$ cat src/rtl/cpu_pkg.sv
// Shared encodings for the Simple RISC Machine control block:
// opcodes, ALU ops, writeback selects, FSM states and instruction classes.
package cpu_pkg;

    localparam logic [2:0] OPC_MOV = 3'b110;
    localparam logic [2:0] OPC_ALU = 3'b101;

    localparam logic [1:0] OP_MOVI = 2'b10;
    localparam logic [1:0] OP_MOVR = 2'b00;
    localparam logic [1:0] OP_ADD  = 2'b00;
    localparam logic [1:0] OP_CMP  = 2'b01;
    localparam logic [1:0] OP_AND  = 2'b10;
    localparam logic [1:0] OP_MVN  = 2'b11;

    localparam logic [1:0] VSEL_C    = 2'b00;
    localparam logic [1:0] VSEL_IMM8 = 2'b10;

    typedef enum logic [2:0] {
        S_WAIT   = 3'd0,
        S_DECODE = 3'd1,
        S_GETA   = 3'd2,
        S_GETB   = 3'd3,
        S_EXEC   = 3'd4,
        S_WREG   = 3'd5,
        S_WIMM   = 3'd6
    } state_t;

    // IC_MOVR covers every single-operand op (MOV reg and MVN): B only, A forced to 0.
    typedef enum logic [2:0] {
        IC_MOVI    = 3'd0,
        IC_MOVR    = 3'd1,
        IC_ALU2    = 3'd2,
        IC_CMP     = 3'd3,
        IC_ILLEGAL = 3'd4
    } iclass_t;

endpackage

$ cat src/rtl/cpu_control_instr_decoder.sv
// Combinational instruction decode: IR -> register fields, immediates and
// instruction class used by the control FSM.
module instr_decoder
    import cpu_pkg::*;
#(
    parameter int DATA_W = 16,
    parameter int REG_W  = 3
) (
    input  logic [DATA_W-1:0] ir,
    output logic [REG_W-1:0]  rn,
    output logic [REG_W-1:0]  rd,
    output logic [REG_W-1:0]  rm,
    output logic [1:0]        shift,
    output logic [1:0]        alu_op,
    output logic [DATA_W-1:0] sximm8,
    output logic [DATA_W-1:0] sximm5,
    output iclass_t           iclass
);

    logic [2:0] opc;

    assign opc    = ir[15:13];
    assign alu_op = ir[12:11];
    assign rn     = ir[10:8];
    assign rd     = ir[7:5];
    assign shift  = ir[4:3];
    assign rm     = ir[2:0];
    assign sximm8 = {{(DATA_W-8){ir[7]}}, ir[7:0]};
    assign sximm5 = {{(DATA_W-5){ir[4]}}, ir[4:0]};

    always_comb begin
        iclass = IC_ILLEGAL;
        case (opc)
            OPC_MOV: begin
                if (alu_op == OP_MOVI)      iclass = IC_MOVI;
                else if (alu_op == OP_MOVR) iclass = IC_MOVR;
            end
            OPC_ALU: begin
                case (alu_op)
                    OP_CMP:  iclass = IC_CMP;
                    OP_MVN:  iclass = IC_MOVR;
                    default: iclass = IC_ALU2;
                endcase
            end
            default: iclass = IC_ILLEGAL;
        endcase
    end

endmodule

$ cat src/rtl/cpu_control.sv
// Instruction register plus Moore control FSM sequencing the regfile and
// A/B/C/status datapath strobes for one instruction per load/start handshake.
module cpu_control
    import cpu_pkg::*;
#(
    parameter int DATA_W = 16,
    parameter int REG_W  = 3
) (
    input  logic              clk,
    input  logic              reset,
    input  logic [DATA_W-1:0] in,
    input  logic              load,
    input  logic              s,
    output logic              w,
    output logic [REG_W-1:0]  readnum,
    output logic [REG_W-1:0]  writenum,
    output logic              write,
    output logic              loada,
    output logic              loadb,
    output logic              loadc,
    output logic              loads,
    output logic              asel,
    output logic              bsel,
    output logic [1:0]        vsel,
    output logic [1:0]        shift,
    output logic [1:0]        ALUop,
    output logic [DATA_W-1:0] sximm8,
    output logic [DATA_W-1:0] sximm5,
    output logic              illegal
);

    state_t            state_q, state_d;
    logic [DATA_W-1:0] ir_q, ir_d;
    logic              illegal_q, illegal_d;

    logic [REG_W-1:0]  rn, rd, rm;
    iclass_t           iclass;

    instr_decoder #(.DATA_W(DATA_W), .REG_W(REG_W)) u_dec (
        .ir     (ir_q),
        .rn     (rn),
        .rd     (rd),
        .rm     (rm),
        .shift  (shift),
        .alu_op (ALUop),
        .sximm8 (sximm8),
        .sximm5 (sximm5),
        .iclass (iclass)
    );

    always_ff @(posedge clk) begin
        if (reset) begin
            state_q   <= S_WAIT;
            ir_q      <= '0;
            illegal_q <= 1'b0;
        end else begin
            state_q   <= state_d;
            ir_q      <= ir_d;
            illegal_q <= illegal_d;
        end
    end

    always_comb begin
        state_d   = state_q;
        ir_d      = ir_q;
        illegal_d = illegal_q;
        w         = 1'b0;
        readnum   = '0;
        writenum  = '0;
        write     = 1'b0;
        loada     = 1'b0;
        loadb     = 1'b0;
        loadc     = 1'b0;
        loads     = 1'b0;
        asel      = 1'b0;
        bsel      = 1'b0;
        vsel      = VSEL_C;
        case (state_q)
            S_WAIT: begin
                w = 1'b1;
                if (load) ir_d = in;
                if (s)    state_d = S_DECODE;
            end
            S_DECODE: begin
                case (iclass)
                    IC_MOVI:         state_d = S_WIMM;
                    IC_MOVR:         state_d = S_GETB;
                    IC_ALU2, IC_CMP: state_d = S_GETA;
                    default: begin
                        state_d   = S_WAIT;
                        illegal_d = 1'b1;
                    end
                endcase
            end
            S_GETA: begin
                readnum = rn;
                loada   = 1'b1;
                state_d = S_GETB;
            end
            S_GETB: begin
                readnum = rm;
                loadb   = 1'b1;
                state_d = S_EXEC;
            end
            S_EXEC: begin
                asel = (iclass == IC_MOVR);
                // CMP only updates status flags and never writes back.
                if (iclass == IC_CMP) begin
                    loads   = 1'b1;
                    state_d = S_WAIT;
                end else begin
                    loadc   = 1'b1;
                    state_d = S_WREG;
                end
            end
            S_WREG: begin
                writenum = rd;
                vsel     = VSEL_C;
                write    = 1'b1;
                state_d  = S_WAIT;
            end
            S_WIMM: begin
                writenum = rn;
                vsel     = VSEL_IMM8;
                write    = 1'b1;
                state_d  = S_WAIT;
            end
            default: state_d = S_WAIT;
        endcase
    end

    assign illegal = illegal_q;

endmodule

$ cat config.mk
export PLATFORM = sky130hd
export DESIGN_NAME = cpu_control
export DESIGN_NICKNAME = d
export VERILOG_FILES = /design/src/rtl/cpu_pkg.sv /design/src/rtl/cpu_control_instr_decoder.sv /design/src/rtl/cpu_control.sv
export SDC_FILE = /design/constraint.sdc
export NUM_CORES = 1
export LEC_CHECK = 0
export CAP_MARGIN = 20
export CELL_PAD_IN_SITES_DETAIL_PLACEMENT = 0
export CELL_PAD_IN_SITES_GLOBAL_PLACEMENT = 1
export CORE_UTILIZATION = 28
export DETAILED_ROUTE_END_ITERATION = 10
export GPL_TIMING_DRIVEN = 0
export PLACE_DENSITY_LB_ADDON = 0.1
export SLEW_MARGIN = 10
export SYNTH_ARGS = -nofsm -noshare
export SYNTH_HDL_FRONTEND = slang
export SYNTH_SLANG_ARGS = --single-unit
$ cat constraint.sdc
create_clock -name clk -period 2.3 [get_ports clk]
set_input_delay 0.69 -clock clk [delete_from_list [all_inputs] [get_ports clk]]
set_output_delay 0.69 -clock clk [all_outputs]
set_load 0.02 [all_outputs]
After elaboration in Yosys (flattened, before gate mapping)

Cells that the tools add are included.
W data, S select, Z words.

Eq/ne operators: 15
Mux-type cells: 20
Bitwise logic cells: 1
Reductions and logical operators: 8

Operators by type and width:

| operator             | number |
|---|---|
| $pmux W3 S2          | 3 |
| $eq A3 B3 Y1 const B | 5 |
| $pmux W3 S5          | 1 |
| $eq A3 B2 Y1 const B | 4 |
| $mux W3              | 4 |
| $mux W1              | 9 |
| $pmux W3 S3          | 1 |
| $eq A3 B1 Y1 const B | 2 |
| $logic_not A3 Y1     | 2 |
| $eq A2 B2 Y1 const B | 2 |
| $pmux W2 S2          | 1 |
| $reduce_and A2 Y1    | 2 |
| $reduce_or A2 Y1     | 2 |
| $reduce_or A4 Y1     | 1 |
| $eq A2 B1 Y1 const B | 1 |
| $logic_not A2 Y1     | 1 |
| $mux W2              | 1 |
| $ne A2 B2 Y1 const B | 1 |
| $not A1 Y1           | 1 |

Register bits after elaboration: 20
Input bits: 20
Output and inout port bits: 53
Logic and storage cells: 47

Logic depth before layout (Yosys ltp)

Depth in word-level cells: 8
Depth in mapped cells: 7

Cells and area by module

From an unflattened synthesis, not the netlist that was laid out.

Cells, all modules: 171
Area, all modules: 1,336.3 um2

Modules (own cells, without submodules):

| module        | times used | cells an instance | area an instance (um2) | sequential area each (um2) |
|---|---|---|---|---|
| cpu_control   | 1          | 119               | 948.4                  | 400.4 |
| instr_decoder | 1          | 52                | 387.9                  | 0.0 |

Least setup slack after synthesis

Ideal clock, no wire load.

Path type: register -> output
From: register state_q[0]
To: output readnum[0]
Arrival: 1,268 ps
Required time: 1,610 ps
Setup slack: 342 ps
Cell stages (with the launch flop): 5
Path buffers: 1
Path through: dfxtp_1 > buf_2 > and2b_4 > and2b_1 > a22o_1

Word-level cells in the longest chain between the ends: 2

RTL lines:

| item                     | line              | source |
|---|---|---|
| start: declaration       | cpu_control.sv:32 | `state_t state_q, state_d;` |
| start signal: assignment | cpu_control.sv:57 | `state_q <= state_d;` |
| $eq A3 B2 Y1             | cpu_control.sv:78 | `case (state_q)` |
| $pmux W3 S2 *            | cpu_control.sv:78 |  |
| end: declaration         | cpu_control.sv:15 | `output logic [REG_W-1:0] readnum,` |

Every way passes the cells marked *; elsewhere a longest branch is shown, timed or not.

Final worst setup path

From: register state_q[0]
To: output readnum[2]

The elaborated chain is that of the path after synthesis.

==> impl_metrics.ini <==
[run_status]
status = finished clean

[global_routing]
grt_pass1_wl_um = 5547
grt_util_all_layers_pct = 13.90
grt_pass1_vias = 1182
grt_max_degree = 16
overflow = 0
antenna_found_initial = 0

[power]
p_leak_nw = 0.8886
power_w = 0.001068
vdd.ir_drop.worst_mv = 0.2431
power_density_nw_per_um2 = 505.4

[timing]
skew_ps = 4.067
finalHoldViolCount = 0
clock.fmax_ghz = 0.4453
setup_viol = 0
period_needed_ps = 2245
slew_violations = 0
rsz0062_at_grt = no
whs_ps = 480.3
fin_crit_sh_pct = 97.63
finalWorstSetupSlack_ps = 54.55

[clock_network]
clockBufferDepth = 2
clockRootBuffer = clkbuf_8
cts_buffers = 3
cts_tree = built
clkLatencyLatePin_ps = 260
clkTransAtPathRegs_ps = 80
cts-hold-fix-buffers = 0
clock_sinks = 20
htree_levels = 1

[min_path]
hold_path.class = reg2reg

[place]
globalplace.congestion = 0.7562
portBuffers = 69
dpl.hpwl_um = 2616
dp_slack_ps = -135.6

[drt]
ant_nets = 0
wl_per_cell_um = 11.73
dr.pass1.iters = 4
wirelength_um = 3344
route.detailed.drc = 0
vias_per_cell = 4.305
num_vias = 1227
drtIter0Drc = 28

[floorplanning]
ioPinCount = 73
initial_core_util_pct = 29.42
coreArea_um2 = 4384
die_y_um = 69.88
rows = 24
die_area_um2 = 4883
die_w_um = 69.88

[yosys]
synthFlopType = dfxtp_1
netlist_top_cells_count = buf_4 (38), nand2_1 (32), dfxtp_1 (20)
synth_area_leaders = dfxtp_1 (31%), buf_4 (22%), nand2_1 (9.3%), a21oi_2 (6.8%), a21oi_1 (3.1%)
synth_most_common_cell = buf_4
synth_top_family_by_area = buffers and inverters
synth-seq-cells = 20
yosys.area_share.simple_pct = 24.44
synth_edf_count = 0
synth_compound_area_share_pct = 17.85
ys_seq_area_share_pct = 31.04
syn-cell-area_um2 = 1290
synth_cell_type_count = 30
syn_inst = 159
synth_top_area_cell = dfxtp_1
ys_warn_count = 0
yosys.area_share.xor_xnor_pct = 0
synthAdderAreaFrac_pct = 0
synth_area_per_cell_um2 = 8.113
synth_mux_area_share_pct = 0
synthArstFlopShare_pct = 0
synth.top_cell.area_share_pct = 31.04

[layout]
area_delta_synth_final_pct = 63.82
num-fill-cells = 457
fin_nets = 254
drive_gt1_share_pct = 31.33
fin_util_pct = 48.20
diodes = 0

[critical_path]
critPathKind = reg2out
cp_max_fo = 9
critical_path_required_ps = 1610
start_kind = register
critical_path_arrival_ps = 1560
cp-end-kind = primary output

[run]
drv_cap = 0
[cells in the final DEF, fill, tap and decap left out, types with 4 or more instances in the layout]
| cell | Yosys | final |
|---|---|---|
| nor2b_1 | 6 | 5 |
| dfxtp_2 | 0 | 4 |
| nor2_1 | 5 | 5 |
| dfxtp_1 | 20 | 16 |
| buf_2 | 4 | 6 |
| nand2_1 | 32 | 32 |
| dlygate4sd2_1 | 0 | 7 |
| a21oi_1 | 8 | 8 |
| a21oi_2 | 10 | 10 |
| clkdlybuf4s50_1 | 0 | 56 |
| buf_4 | 38 | 38 |
[registers in the layout (all words and copies together), names as in the netlist]
name     cells
illegal      1
ir_q        16
state_q      3
[power by group]
| part | total, W | leakage, nW | switching [W] | internal [W] |
|---|---|---|---|---|
| Clock | 0.000352 | 0.0357 | 0.000120 | 0.000232 |
| Combinational | 0.000322 | 0.687 | 0.000140 | 0.000182 |
| Sequential | 0.000394 | 0.166 | 0.0000264 | 0.000368 |
| Total | 0.00107 | 0.889 | 0.000286 | 0.000782 |
[path summary, 6_finish.rpt]
check / start / end / slack, ps / cells after the start
setup / recovery: state_q[0] / readnum[2] / 50 / 5
hold / removal: ir_q[5] / ir_q[5] / 480 / 2
setup reg to reg: ir_q[11] / state_q[2] / 950 / 4
hold reg to reg: ir_q[5] / ir_q[5] / 480 / 2
[routing by layer]
| layer | vias up | global-route usage (%) | part of all wire [%] |
|---|---|---|---|
| met5 | - | 0 | 0 |
| met4 | 0 | 4.667 | 0.57 |
| met3 | 2 | 2.020 | 4.3 |
| met2 | 42 | 22.97 | 47 |
| met1 | 547 | 18.52 | 48 |
| li1 | 636 | - | - |
[timing repair]
item | CTS | global route
endpoints found under the setup margin | 27 | 12
resized for setup | 29 | 7
setup buffers | 0 | 0
[metrics by stage]
stage,area (µm²),setup TNS (ps),std cells
finish,2113,0,285
global route,2113,0,285
CTS,2107,0,285
detailed placement,2049,-380.1,281
global placement,2049,-298.9,281
floorplan,1294,0,160
[worst max-delay path, cell delays in order (launching register included)]
cell and delay (ps):
dfxtp_1 330, buf_6 140, and2b_4 220, and2b_2 230, a22o_1 230, buf_2 160
[logic make-up after synthesis]
kind of cell    Yosys count
other cells               1
buf+inv                  45
flops                    20
simple gates             61
compound gates           32
[final cells by class]
type                       instances  area, µm²  share of cell area, %
tap                               52      65.06                  3.079
multi-input combinational         95      563.0                  26.64
buffer                            45      346.6                  16.40
clock buffer                       3      41.29                  1.954
clock inverter                     1      30.03                  1.421
sequential                        20      405.4                  19.18
timing repair buffer              69      661.9                  31.32
No activity file was read; power rests on OpenSTA's default activity.
